File: src/rtl/cpu_state_controller.sv
// Instruction life-cycle sequencer: drives the state bus, issues unit requests,
// folds all trap sources into one TRAP state and counts retired instructions.
module cpu_state_controller #(
  parameter int unsigned TIMEOUT_CYCLES = 1024
) (
  input  logic        clk,
  input  logic        reset,
  input  logic        i_fetch_over,
  input  logic [31:0] i_instruction,
  input  logic        i_mem_done,
  input  logic        i_muldiv_done,
  input  logic        i_bus_error,
  input  logic        i_irq,
  input  logic        i_irq_enable,
  output logic [31:0] state,
  output logic        o_fetch_req,
  output logic        o_mem_req,
  output logic        o_muldiv_start,
  output logic        o_retire,
  output logic        o_trap,
  output logic [31:0] o_trap_cause,
  output logic [63:0] o_instret
);

  typedef enum logic [2:0] {
    S_FETCH   = 3'd0,
    S_EXECUTE = 3'd1,
    S_MULDIV  = 3'd2,
    S_MEMORY  = 3'd3,
    S_WFI     = 3'd5,
    S_TRAP    = 3'd6
  } state_e;

  state_e      state_q, state_d;
  logic [15:0] tmo_q, tmo_d;
  logic [31:0] code_q, code_d;
  logic [31:0] cause_q, cause_d;
  logic [63:0] instret_q, instret_d;
  logic        retire_q, retire_d;
  logic        mem_req_q, mem_req_d;
  logic        md_start_q, md_start_d;
  logic        retire_now;
  logic        tmo_hit;
  logic [31:0] mem_cause;

  // Counter equals the number of completed cycles in the current state.
  assign tmo_hit   = (tmo_q == 16'(TIMEOUT_CYCLES - 1));
  assign mem_cause = (code_q <= 32'd31) ? 32'd5 : 32'd7;

  always_comb begin
    state_d    = state_q;
    code_d     = code_q;
    cause_d    = cause_q;
    instret_d  = instret_q;
    retire_d   = 1'b0;
    mem_req_d  = 1'b0;
    md_start_d = 1'b0;
    retire_now = 1'b0;

    case (state_q)
      S_FETCH: begin
        if (i_fetch_over) begin
          state_d = S_EXECUTE;
        end else if (tmo_hit) begin
          state_d = S_TRAP;
          cause_d = 32'd1;
        end
      end
      S_EXECUTE: begin
        code_d = i_instruction;
        if (i_instruction >= 32'd10 && i_instruction <= 32'd17) begin
          state_d    = S_MULDIV;
          md_start_d = 1'b1;
        end else if (i_instruction >= 32'd27 && i_instruction <= 32'd34) begin
          state_d   = S_MEMORY;
          mem_req_d = 1'b1;
        end else if (i_instruction == 32'd58) begin
          state_d = S_WFI;
        end else if (i_instruction == 32'd255) begin
          state_d = S_TRAP;
          cause_d = 32'd2;
        end else if (i_instruction == 32'd53) begin
          state_d = S_TRAP;
          cause_d = 32'd11;
        end else if (i_instruction == 32'd54) begin
          state_d = S_TRAP;
          cause_d = 32'd3;
        end else begin
          retire_now = 1'b1;
        end
      end
      S_MULDIV: begin
        if (i_muldiv_done) begin
          retire_now = 1'b1;
        end else if (tmo_hit) begin
          state_d = S_TRAP;
          cause_d = 32'd2;
        end
      end
      S_MEMORY: begin
        if (i_bus_error) begin
          state_d = S_TRAP;
          cause_d = mem_cause;
        end else if (i_mem_done) begin
          retire_now = 1'b1;
        end else if (tmo_hit) begin
          state_d = S_TRAP;
          cause_d = mem_cause;
        end
      end
      S_WFI: begin
        if (i_irq) retire_now = 1'b1;
      end
      default: state_d = S_FETCH;
    endcase

    if (retire_now) begin
      retire_d  = 1'b1;
      instret_d = instret_q + 64'd1;
      if (i_irq && i_irq_enable) begin
        state_d = S_TRAP;
        cause_d = 32'h8000_000B;
      end else begin
        state_d = S_FETCH;
      end
    end

    if (state_d != state_q) begin
      tmo_d = '0;
    end else if (state_q == S_FETCH || state_q == S_MULDIV || state_q == S_MEMORY) begin
      tmo_d = tmo_q + 16'd1;
    end else begin
      tmo_d = tmo_q;
    end
  end

  always_ff @(posedge clk) begin
    if (reset) begin
      state_q    <= S_FETCH;
      tmo_q      <= '0;
      code_q     <= '0;
      cause_q    <= '0;
      instret_q  <= '0;
      retire_q   <= 1'b0;
      mem_req_q  <= 1'b0;
      md_start_q <= 1'b0;
    end else begin
      state_q    <= state_d;
      tmo_q      <= tmo_d;
      code_q     <= code_d;
      cause_q    <= cause_d;
      instret_q  <= instret_d;
      retire_q   <= retire_d;
      mem_req_q  <= mem_req_d;
      md_start_q <= md_start_d;
    end
  end

  assign state          = {29'd0, state_q};
  assign o_fetch_req    = (state_q == S_FETCH);
  assign o_trap         = (state_q == S_TRAP);
  assign o_mem_req      = mem_req_q;
  assign o_muldiv_start = md_start_q;
  assign o_retire       = retire_q;
  assign o_trap_cause   = cause_q;
  assign o_instret      = instret_q;

endmodule

File: config.mk
export PLATFORM = sky130hd
export DESIGN_NAME = cpu_state_controller
export DESIGN_NICKNAME = d
export VERILOG_FILES = /design/src/rtl/cpu_state_controller.sv
export SDC_FILE = /design/constraint.sdc
export NUM_CORES = 1
export LEC_CHECK = 0
export CAP_MARGIN = 20
export CORE_MARGIN = 2
export CORE_UTILIZATION = 35
export DETAILED_ROUTE_END_ITERATION = 8
export GPL_TIMING_DRIVEN = 0
export PLACE_DENSITY_LB_ADDON = 0.25
export SYNTH_ARGS = -nofsm -noshare
export SYNTH_HDL_FRONTEND = slang
export SYNTH_SLANG_ARGS = --single-unit
File: constraint.sdc
create_clock -name clk -period 3.8 [get_ports clk]
set_clock_uncertainty 0.15 [all_clocks]
set_input_delay 0.76 -clock clk [delete_from_list [all_inputs] [get_ports clk]]
set_output_delay 0.76 -clock clk [all_outputs]
set_load 0.01 [all_outputs]
==> results.md <==
* Status: complete, no violations
* FP Rows at 51
* Worst-path fanout max at 10
* Total GRT Usage at 0.178
* Max Cap Violations at 0
* Hold violation count in the final report at 0
* ANT nets after route at 0
* Async set-or-reset flop fraction in the synthesized netlist at 0
* Final Non-Filler Cells at between 1000 and 1500
* Final nets at 1053
* Post-synthesis sequential area ratio at 0.417
* Crit path depth at 10
* Gpl congestion at 0.830
* CTS tree: yes
* CTS Buf Count at 17
* Crit path time final at 3.59 ns
* #FFs+latches synth at 145
* Crit path launch: i_instruction[31]
* Setup Viol. Count Final at 0
* Final period util at 0.946
* Post-Synthesis Cell Area at 0.00696 mm2
* Area Growth Syn to Fin at 34.7%
* Largest net degree at the start of global routing at 17
* RSZ-0062 raised after global routing: no
* DRC viols at 0
* Yosys warning count at 0
* End of the critical path: state_q[1]
* Worst-Skew Late Latency at 0.42 ns
* Die Y-Extent at 145 um
* Maximum clock frequency at around 280 MHz
* Post-Route Setup TNS at 0 ns
* R2r setup slk at roughly 0.65 ns
* Die width at 145 um
* IO buf count at 142
* Final wirelength at 18900 um
* DR iter-0 viols at 387
* Diode count at 0
* Global-route wire length before repair at 30800 um
* Cell count of the worst reg-to-reg path at 9
* Peak per-stage delay on the critical path at 0.51 ns
* WL per Instance at approximately 15 um
* Initial Util at 0.358
* Slowest CP cell: or4b_1
* Path type of the worst min-delay path: flop to flop
* Num Clock Sinks at 145
* CTS clock-pin slew for the worst setup and hold paths at 0.06 ns
* Critical Path RT at about 4 ns
* Crit path kind: primary input to flop
* Initial antenna violation count at 0
* P_leak at 3.10 nW
* CTS Hold Bufs at 0
* Reg-to-reg startpoint: state_q[0]
* Gate Count Post-Synth at a little over 800
* Post-CTS resize count at 0
* Core Region at 0.0195 mm2
* Post-CTS Setup Bufs at 0
* Share of cells above drive strength 1 at 0.0909
* Clock buffer depth at 2
* Cells along the critical path: clkdlybuf4s50_1 > nor4_1 > and4_1 > clkbuf_1 > nand2_1 > o211ai_1 > buf_2 > nand2_1 > or4b_1 > a21oi_1
* Clock root cell: clkbuf_16
* Post-synth EDFFs at 0
* Slew Limit Fails at 0
* Vias per cell at around 5
* CP Launch Type: primary input
* Actual slew at the worst max-slew pin at 0.746 ns
* Slew headroom at 0.499
* Inst Count DP at 1257
* Number of detailed-route iterations in the first pass at 5
* VDD IR max at 364 uV
* Die area at 0.0210 mm2
* H-tree levels at 4
* Crit path buf inv count at 3
* Family with the most delay on the worst path: simple AND/OR/NAND/NOR gates
* CP arrival at 3.79 ns
* Worst R2R End: tmo_q[7]
* Dominant synthesized flop cell: dfxtp_1
* Via count at 6458
* Final HPWL DP at 13900 um
* Post-synth cell types at 62
* Worst path most repeated cell: nand2_1
* Syn Area/Cell at ~8.5 um2
* CP endpoint kind: flop
* Remaining Overflow, GRT at 0
* Cell Pwr Density at 490 mW/mm2
* # IOs at 173
* Vias in the first global route at 6024
==> through the flow <==
step	power (mW)	utilization	hold WS [ns]	cell area (um2)	setup WS, ns
floorplan	2.58	-	0.286	7070	0.683
global placement	3.04	0.453	0.292	8820	-0.197
detailed placement	3.04	0.453	0.293	8820	-0.241
CTS	4.62	0.482	0.305	9370	0.203
global route	4.85	0.482	0.321	9370	0.0120
finish	4.59	0.482	0.304	9370	0.206
==> synth_stat cells, types with 2 or more instances <==
cell / n / area, um2
dfxtp_1: 145 / 2900
nand2_1: 93 / 349
nor2_1: 76 / 285
a21oi_1: 57 / 285
xnor2_1: 41 / 359
and2_1: 33 / 206
clkbuf_1: 33 / 124
buf_4: 30 / 225
nand3_1: 29 / 145
nor3_1: 26 / 130
xor2_1: 25 / 219
nor4_1: 18 / 113
a2111oi_0: 16 / 140
inv_1: 16 / 60.1
nand4_1: 15 / 93.8
o21ai_0: 14 / 70.1
o211ai_1: 13 / 97.6
a211oi_1: 12 / 90.1
o2111ai_1: 12 / 105
or3_1: 9 / 56.3
o31ai_1: 8 / 60.1
a31oi_1: 7 / 43.8
and3_1: 7 / 43.8
or4_1: 7 / 52.6
and4_1: 6 / 52.6
buf_2: 6 / 30.0
nand2b_1: 6 / 37.5
buf_1: 5 / 18.8
mux2i_1: 4 / 40.0
nor2b_1: 4 / 25.0
nor3_2: 4 / 40.0
or2_2: 4 / 25.0
a2111oi_1: 2 / 20.0
a21oi_2: 2 / 17.5
a311o_1: 2 / 20.0
a31o_2: 2 / 17.5
buf_6: 2 / 22.5
ha_1: 2 / 25.0
nand3b_1: 2 / 15.0
nand4b_1: 2 / 17.5
nor4_2: 2 / 25.0
o211ai_4: 2 / 42.5
or4_4: 2 / 22.5
==> layout make-up <==
cell class | instances | area [um2]
Tap cell | 265 | 332
Timing Repair Buffer | 142 | 1420
Multi-Input combinational cell | 613 | 3680
Sequential cell | 145 | 2900
Clock buffer | 18 | 439
Buffer | 76 | 420
Clock inverter | 13 | 115
Inverter | 16 | 60.1
Fill cell | 1886 | 10100
==> routing by layer <==
layer / vias up / part of all wire / track usage
li1: 3247 / - / -
met1: 3029 / 0.47 / 0.235
met2: 168 / 0.47 / 0.291
met3: 14 / 0.055 / 0.0415
met4: 0 / 0.0095 / 0.0500
met5: - / 0 / 0
==> how the worst min path moves through the flow <==
stage | slack (ns) | to | start | cells after the start
final | 0.30 | o_trap_cause[24] | o_trap_cause[24] | 1
after global routing | 0.32 | code_q[12] | code_q[12] | 2
after CTS | 0.31 | code_q[6] | code_q[6] | 2
after detailed placement | 0.29 | o_trap_cause[12] | o_trap_cause[12] | 1
after global placement | 0.29 | code_q[28] | code_q[28] | 2
after floorplan | 0.29 | code_q[20] | code_q[20] | 2
==> flip-flops by register name, summed over array words and instances, names as in the netlist <==
register and count:
tmo_q 16, o_trap_cause 32, o_retire 1, state_q 3, o_muldiv_start 1, o_mem_req 1, code_q 27, o_instret 64
==> placed cells by master (no fill, tap or decap), types with 7 or more instances in the layout <==
master,instances
xnor2_1,41
nor3_1,26
or3_1,9
nand2_1,93
o31ai_1,8
nand3_1,29
xor2_1,25
a211oi_1,12
and3_1,7
a21oi_1,57
clkbuf_1,33
clkinvlp_4,7
a2111oi_0,16
inv_1,16
nor4_1,18
o2111ai_1,12
o21ai_0,14
or4_1,7
and2_1,33
o211ai_1,13
buf_4,30
dfxtp_1,145
clkbuf_16,17
nand4_1,15
nor2_1,76
a31oi_1,7
clkdlybuf4s50_1,142
conb_1,29
==> power by group <==
part	switching, mW	internal, mW
clock	0.668	0.911
combinational	0.834	0.458
sequential	0.0879	1.63
total	1.59	3.00
==> worst register-to-register path, cell delays in order, from the launching register on <==
cell and delay (ns):
dfxtp_1 0.49, nor2b_1 0.20, clkbuf_1 0.43, a31o_2 0.22, buf_1 0.45, a21oi_1 0.12, a311o_1 0.30, o211ai_2 0.33
buf_4 0.27, nor3_1 0.07
==> cell families (layout without fill, tap and decap cells) <==
family	after synthesis	after routing	synth area share
buf+inv	92	265	0.0690
other cells	1	29	0.000539
compound gates	157	157	0.155
fa+ha+maj	2	2	0.00359
flops	145	145	0.417
simple gates	355	355	0.266
mux	4	4	0.00575
xor+xnor	66	66	0.0830
Note: power is estimated with default switching activity, not from simulation.
